`config.mk`:
```
export PLATFORM = sky130hd
export DESIGN_NAME = alu_shift_seq
export DESIGN_NICKNAME = d
export VERILOG_FILES = /design/src/rtl/alu_shift_seq.sv
export SDC_FILE = /design/constraint.sdc
export NUM_CORES = 1
export LEC_CHECK = 0
export CAP_MARGIN = 20
export CORE_MARGIN = 1
export CORE_UTILIZATION = 40
export CTS_CLUSTER_DIAMETER = 80
export DETAILED_ROUTE_END_ITERATION = 12
export MAX_ROUTING_LAYER = met4
export PLACE_DENSITY = 0.81
export RECOVER_POWER = 50
export SLEW_MARGIN = 15
export SYNTH_ARGS = -nofsm -noshare
export SYNTH_HDL_FRONTEND = slang
export SYNTH_SLANG_ARGS = --single-unit
```
`constraint.sdc`:
```
create_clock -name clk -period 2.75 [get_ports clk]
set_input_delay 0.4125 -clock clk [delete_from_list [all_inputs] [get_ports clk]]
set_output_delay 0.4125 -clock clk [all_outputs]
set_load 0.05 [all_outputs]
```
`src/rtl/alu_shift_seq.sv`:
```
// Variable-distance shift sequencer: splits a 0..31 bit shift into 16/4/1 bit ALU ops,
// one per clock, and returns the final value and ALU flags through a start/busy/done handshake.
module alu_shift_seq #(
  parameter int         WIDTH   = 32,
  parameter logic [3:0] OP_ADD  = 4'd0,
  parameter logic [3:0] OP_SHL  = 4'd8,
  parameter logic [3:0] OP_SHR  = 4'd9,
  parameter logic [3:0] OP_SL4  = 4'd12,
  parameter logic [3:0] OP_SL16 = 4'd13,
  parameter logic [3:0] OP_SR4  = 4'd14,
  parameter logic [3:0] OP_SR16 = 4'd15
) (
  input  logic             clk,
  input  logic             rst,
  input  logic             start,
  input  logic             dir,
  input  logic [4:0]       amount,
  input  logic [WIDTH-1:0] value,
  output logic             busy,
  output logic             done,
  output logic [WIDTH-1:0] result,
  output logic             c_out,
  output logic             z_out,
  output logic             n_out,
  output logic [WIDTH-1:0] alu_a,
  output logic [WIDTH-1:0] alu_b,
  output logic [3:0]       alu_op,
  output logic             alu_cin,
  input  logic [WIDTH-1:0] alu_result,
  input  logic             alu_z,
  input  logic             alu_c,
  input  logic             alu_n
);

  localparam logic [0:0] IDLE = 1'b0;
  localparam logic [0:0] RUN  = 1'b1;

  logic [0:0]       state_q, state_d;
  logic [WIDTH-1:0] val_q, val_d;
  logic [4:0]       rem_q, rem_d;
  logic             dir_q, dir_d;
  logic             busy_q, busy_d;
  logic             done_q, done_d;
  logic [WIDTH-1:0] result_q, result_d;
  logic             c_q, c_d;
  logic             z_q, z_d;
  logic             n_q, n_d;
  logic [4:0]       step;

  // Largest fixed-distance op that still fits the remaining distance.
  always_comb begin
    alu_op = OP_ADD;
    step   = 5'd0;
    if (state_q == RUN) begin
      if (rem_q >= 5'd16) begin
        alu_op = dir_q ? OP_SR16 : OP_SL16;
        step   = 5'd16;
      end else if (rem_q >= 5'd4) begin
        alu_op = dir_q ? OP_SR4 : OP_SL4;
        step   = 5'd4;
      end else if (rem_q >= 5'd1) begin
        alu_op = dir_q ? OP_SHR : OP_SHL;
        step   = 5'd1;
      end
    end
  end

  assign alu_a   = val_q;
  assign alu_b   = '0;
  assign alu_cin = 1'b0;

  always_comb begin
    state_d  = state_q;
    val_d    = val_q;
    rem_d    = rem_q;
    dir_d    = dir_q;
    busy_d   = busy_q;
    done_d   = 1'b0;
    result_d = result_q;
    c_d      = c_q;
    z_d      = z_q;
    n_d      = n_q;
    case (state_q)
      IDLE: begin
        if (start) begin
          val_d   = value;
          rem_d   = amount;
          dir_d   = dir;
          busy_d  = 1'b1;
          state_d = RUN;
        end
      end
      default: begin
        val_d = alu_result;
        rem_d = rem_q - step;
        // rem_q == step also covers the zero-distance ADD (rem 0, step 0).
        if (rem_q == step) begin
          result_d = alu_result;
          c_d      = alu_c;
          z_d      = alu_z;
          n_d      = alu_n;
          done_d   = 1'b1;
          busy_d   = 1'b0;
          state_d  = IDLE;
        end
      end
    endcase
  end

  always_ff @(posedge clk or posedge rst) begin
    if (rst) begin
      state_q  <= IDLE;
      val_q    <= '0;
      rem_q    <= '0;
      dir_q    <= 1'b0;
      busy_q   <= 1'b0;
      done_q   <= 1'b0;
      result_q <= '0;
      c_q      <= 1'b0;
      z_q      <= 1'b0;
      n_q      <= 1'b0;
    end else begin
      state_q  <= state_d;
      val_q    <= val_d;
      rem_q    <= rem_d;
      dir_q    <= dir_d;
      busy_q   <= busy_d;
      done_q   <= done_d;
      result_q <= result_d;
      c_q      <= c_d;
      z_q      <= z_d;
      n_q      <= n_d;
    end
  end

  assign busy   = busy_q;
  assign done   = done_q;
  assign result = result_q;
  assign c_out  = c_q;
  assign z_out  = z_q;
  assign n_out  = n_q;

endmodule
```
Yosys cells after proc, flatten, opt, wreduce, memory -nomap -nowiden:

Cells that the tools add are included.

* register bits: 76
* input bits: 76
* output and inout bits: 106
* logic and storage cells: 44

* $add $sub $neg: 1
* order comparisons: 3
* equality and inequality tests: 2
* mux-type cells: 23
* bitwise operators: 1
* reduce and logical (&&, ||, !) cells: 4

Operators with widths (number)
* two-way mux 32 bit: 2
* two-way mux 5 bit: 4
* two-way mux 4 bit: 4
* two-way mux 1 bit: 10
* AND reduction 2 bit: 3
* equality test 5 bit: 1
* greater-or-equal comparator 5 x 1 -> 1 bit (second input constant): 1
* greater-or-equal comparator 5 x 3 -> 1 bit (second input constant): 1
* greater-or-equal comparator 5 bit (second input constant): 1
* subtractor 5 bit: 1
* two-way mux 2 bit: 2
* two-way mux 3 bit: 1
* inequality test 2 x 1 -> 1 bit (second input constant): 1
* nonzero test 2 bit: 1
* inverter 1 bit: 1

Logic depth before layout (Yosys ltp):

* depth after elaboration: 8
* mapped depth: 9
* mapped depth without buffers: 7

Worst setup path after synthesis:

OpenSTA, ideal clock, no wires.

* path kind: register to register
* start: register state_q
* end: register result_q[0] (netlist: result[0])
* setup time: 127 ps
* arrival time: 2120 ps
* required time: 2623 ps
* path slack: 503 ps
* stages on the path, launching flop included: 10
* buffers on the path: 3
* period minus slack after synthesis: 2247 ps
* cell sequence: dfrtp_1 -> buf_2 -> o31ai_1 -> or2_2 -> ha_1 -> nand2_1 -> nor3_2 -> buf_4 -> buf_6 -> mux2_1

* longest elaborated chain between the ends: 3

Ends and longest elaborated chain
* start, declared: RTL line 38 `logic [0:0] state_q, state_d;`
* start signal, assigned: RTL line 123 `state_q <= state_d;`
* two-way mux 5 bit: RTL line 54 `if (state_q == RUN) begin`
* equality test 5 bit: RTL line 97 `if (rem_q == step) begin`
* AND reduction 2 bit (no source line) *
* end signal, assigned: RTL line 129 `result_q <= result_d;`
* end, declared: RTL line 44 `logic [WIDTH-1:0] result_q, result_d;`

Mark *: on every way between the ends. The rest lies on a longest branch, timed or not.
A chain may end at the register's enable or synchronous reset.

Final worst setup path:

* start: register state_q
* end: output port alu_op[3]

* longest elaborated chain between the ends: 1

Ends and longest elaborated chain
* two-way mux 4 bit: RTL line 54
* end, declared: RTL line 27 `output logic [3:0] alu_op,`

Every way passes these cells.

==> summary.md <==
Counting distinct cell types in the post-synthesis netlist gives 32. The min-delay analysis places its worst path in the category reg -> reg. The tools report the power consumption as 0.00630 W.

The run finished with clean final reports. The run gives 681 as the fill cell instance count of the final layout. CTS H-tree depth: 3. The global placer's final weighted congestion was 0.835. The initial utilization of the core area, before any placement, comes to 42.0%. STA puts the critical path data required time at 2.34 ns. The total power divided by cell area works out to 1220 mW/mm^2.

Timing would allow up to 0.381 GHz. STA classifies the critical path endpoint as a primary output. The proportion of power drawn by the clock network is 13.2%.

The synthesized design contains 0 enable-type register cells. Row generation in the floorplan step produced 33 rows. Setup repair after global routing left no endpoint under its margin.

Cell internal power was estimated by the tool at 0.00329 W. The die covers 0.00918 mm^2. OpenSTA, run right after detailed placement, puts the worst setup slack at 0.457 ns. The number of global-route vias before repair came out at 2766.

Of the total power, registers draw 28.6%. For this run, the post-layout net count is 527. The per-cell routed wire length was 15.3 um.

The clock-pin slew of the registers on the worst-case setup and hold paths works out to 0.08 ns. The iteration-0 DRC count of the detailed router is 28. The tools report the maximum number of pins on one net before global-route repair as 48.

The tree is rooted in a sky130_fd_sc_hd__clkbuf_8. Of all nets on the critical path, the largest fanout is 47. For this run, design rule violations remaining after detail routing come to 0. Clock tree synthesis found a total of 76 sinks. For the number of buffers on the longest clock path, the log shows 2. The library cell occupying the most area in the post-synthesis netlist was sky130_fd_sc_hd__dfrtp_1. The run gives 20.3% as the total routing resource utilization after global routing. The clock reaches the later pin of the worst-skew pair after 0.35 ns. Max-cap violations in this run came to 0. The count of nets left with antenna violations once routing finished came out at 0.

The number of antenna diodes in the final layout is 0. The predominant post-synthesis flop cell was sky130_fd_sc_hd__dfrtp_1. After layout, the worst setup slack is 0.124 ns.

The switching part of the total was 47.8%; the maximum vdd ir drop was 0.000675 V. Chip width: 95.8 um. After synthesis, the most frequently instantiated cells are 76 x sky130_fd_sc_hd__dfrtp_1, 35 x sky130_fd_sc_hd__buf_4, 35 x sky130_fd_sc_hd__nand2_1, 34 x sky130_fd_sc_hd__mux2i_1, 34 x sky130_fd_sc_hd__o21ai_0. For the worst setup path, the data arrival time is 2.21 ns. The detailed-route vias per instance came out at 4.74. Number of buffers inserted during clock tree synthesis: 9. Most common cell in the netlist: sky130_fd_sc_hd__dfrtp_1. The overall die height is 95.8 um.

By area the synthesized netlist is led by sky130_fd_sc_hd__dfrtp_1 54%, sky130_fd_sc_hd__mux2i_1 9.7%, sky130_fd_sc_hd__buf_4 7.5%, sky130_fd_sc_hd__mux2_1 6.4%, sky130_fd_sc_hd__mux2_2 5.1%. Startpoint-to-endpoint class of the critical path: reg -> out. The share of post-route cells with drive strength above 1 came out at 9.27%. Summing over every cut layer, the via total after detailed routing is 2645.

After clock tree synthesis, the setup repair step added 0 buffers. The core box area came out at 0.00838 mm^2. Summed over all layers, the routed wires come to 8520 um. Subtracting the final worst setup slack from the clock period gives 2.63 ns.

Adding up every negative setup slack in the final design gives 0 ns. The post-synthesis register bit count is 76, and the count of TritonRoute iterations in the first routing pass is 4. Counting every instance in the synthesized netlist gives 299. The share of the Yosys chip area taken by registers is 54.0%. In the finished design, the share of the clock period the worst path needs comes to 95.5%. TritonCTS built the clock tree. Across the routed clock network, the largest skew measured is 0.0109 ns. In this run the static leakage power is 2.34 nW.

The fraction of synthesis flops using an asynchronous set or reset pin came out at 100%. The tools report the element type at the critical path start as a register. After synthesis, the mean cell area works out to 11.8 um^2. During synthesis, Yosys emitted a total of 0 warnings. Number of cells upsized or downsized after cts: 0. The portion of total power attributed to combinational logic is 58.2%, and the post-synthesis instance area is 0.00352 mm^2. The run gives 20.0% as the headroom to the max-slew limit. Compared with the post-synthesis result, the final layout area differs by 46.9%. After legalization and detailed placement, the total HPWL measured 6330 um. At the pin with the least slew margin, the transition time is 1.20 ns.

The number of input and output port buffers inserted came out at 148. The switching power came out at 0.00301 W. The number of antenna violations at the first check in global routing is 0, and the wire length of the first global-routing pass is 13300 um. The number of setup violations in the final report was 0; the number of hold-slack violations in the final timing report was 0. The run gives 182 as the number of placed I/O pins. The synthesized design devotes to its leading area cell type 54.0% of total area. The minimum hold slack was 0.494 ns; the number of max-slew violations in the final report was 0.

The total of hold buffers inserted after clock tree synthesis came out at 0. For this run the aggregate overflow at the end of global routing stands at 0.
[cell type report]
type / instances / area, um^2 / area share [%]
Sequential cell: 76 / 1900 / 36.8
Timing Repair Buffer: 156 / 1540 / 29.8
Multi-Input combinational cell: 201 / 1390 / 26.9
Tap cell: 105 / 131 / 2.54
Clock buffer: 10 / 128 / 2.47
Clock inverter: 6 / 65.1 / 1.26
Inverter: 4 / 15.0 / 0.290
[worst paths after layout]
path | startpoint | to | slack (ns) | cells after the start
worst max register to register | rem_q[4] | result[18] | 0.44 | 7
max in group asynchronous | rst | alu_a[20] | 1.05 | 3
worst min-delay path | result[25] | result[25] | 0.49 | 1
min in group asynchronous | rst | n_out | 0.75 | 2
worst max-delay path | state_q | alu_op[3] | 0.12 | 4
worst min register to register | result[25] | result[25] | 0.49 | 1
[layer usage]
layer  up-vias  part of all wire, %  track usage [%]  wire, um
li1       1251                    -                -         -
met1      1252                   41             22.9      3520
met2       128                   49             33.7      4170
met3        14                  8.1             7.19       690
met4         0                  1.7             6.84       142
met5         -                    0                -         0
[cell usage in the layout (no fill, tap or decap), types with 6 or more instances in the layout]
cell type,instances
sky130_fd_sc_hd__clkdlybuf4s50_1,143
sky130_fd_sc_hd__dfrtp_1,75
sky130_fd_sc_hd__nand2_1,35
sky130_fd_sc_hd__mux2i_1,34
sky130_fd_sc_hd__o21ai_0,34
sky130_fd_sc_hd__conb_1,33
sky130_fd_sc_hd__mux2_1,20
sky130_fd_sc_hd__mux2_2,16
sky130_fd_sc_hd__clkbuf_8,9
sky130_fd_sc_hd__nor2_1,6
sky130_fd_sc_hd__clkbuf_1,6
[metrics by stage]
step / utilization, % / std cells / cell area (um^2)
floorplan: - / 331 / 3640
global placement: 59.6 / 542 / 4990
detailed placement: 59.6 / 542 / 4990
CTS: 61.9 / 558 / 5190
global route: 61.7 / 558 / 5170
finish: 61.7 / 558 / 5170
[kinds of logic (layout without fill, tap and decap cells)]
logic type | after synthesis | after routing | synth area share [%]
compound gates | 45 | 45 | 7.32
xor+xnor | 1 | 1 | 0.249
fa+ha+maj | 3 | 3 | 1.07
buf+inv | 54 | 176 | 10.1
flops | 76 | 76 | 54.0
mux | 70 | 70 | 21.2
other cells | 1 | 33 | 0.107
simple gates | 49 | 49 | 5.93
[power groups by stage]
stage | clock (W) | combinational, W | sequential (W)
3_3_place_gp | 0 | 0.00363 | 0.00180
4_1_cts | 0.000860 | 0.00371 | 0.00181
6_report | 0.000830 | 0.00367 | 0.00180
2_1_floorplan | 0 | 0.00127 | 0.00305
3_5_place_dp | 0 | 0.00371 | 0.00182
5_1_grt | 0.000906 | 0.00387 | 0.00186
[flip-flops by register name, summed over array words and instances (netlist names)]
name / count
dir_q: 1
rem_q: 5
state_q: 1
z_out: 1
result: 32
n_out: 1
c_out: 1
alu_a: 32
busy: 1
done: 1
[worst max-delay path, stage by stage, from the launching register on]
cell	delay [ns]
sky130_fd_sc_hd__dfrtp_2	0.40
sky130_fd_sc_hd__buf_4	0.39
sky130_fd_sc_hd__o21ai_0	0.16
sky130_fd_sc_hd__nand2_1	0.09
sky130_fd_sc_hd__clkdlybuf4s50_1	0.82
(Power assumes the default switching activity.)
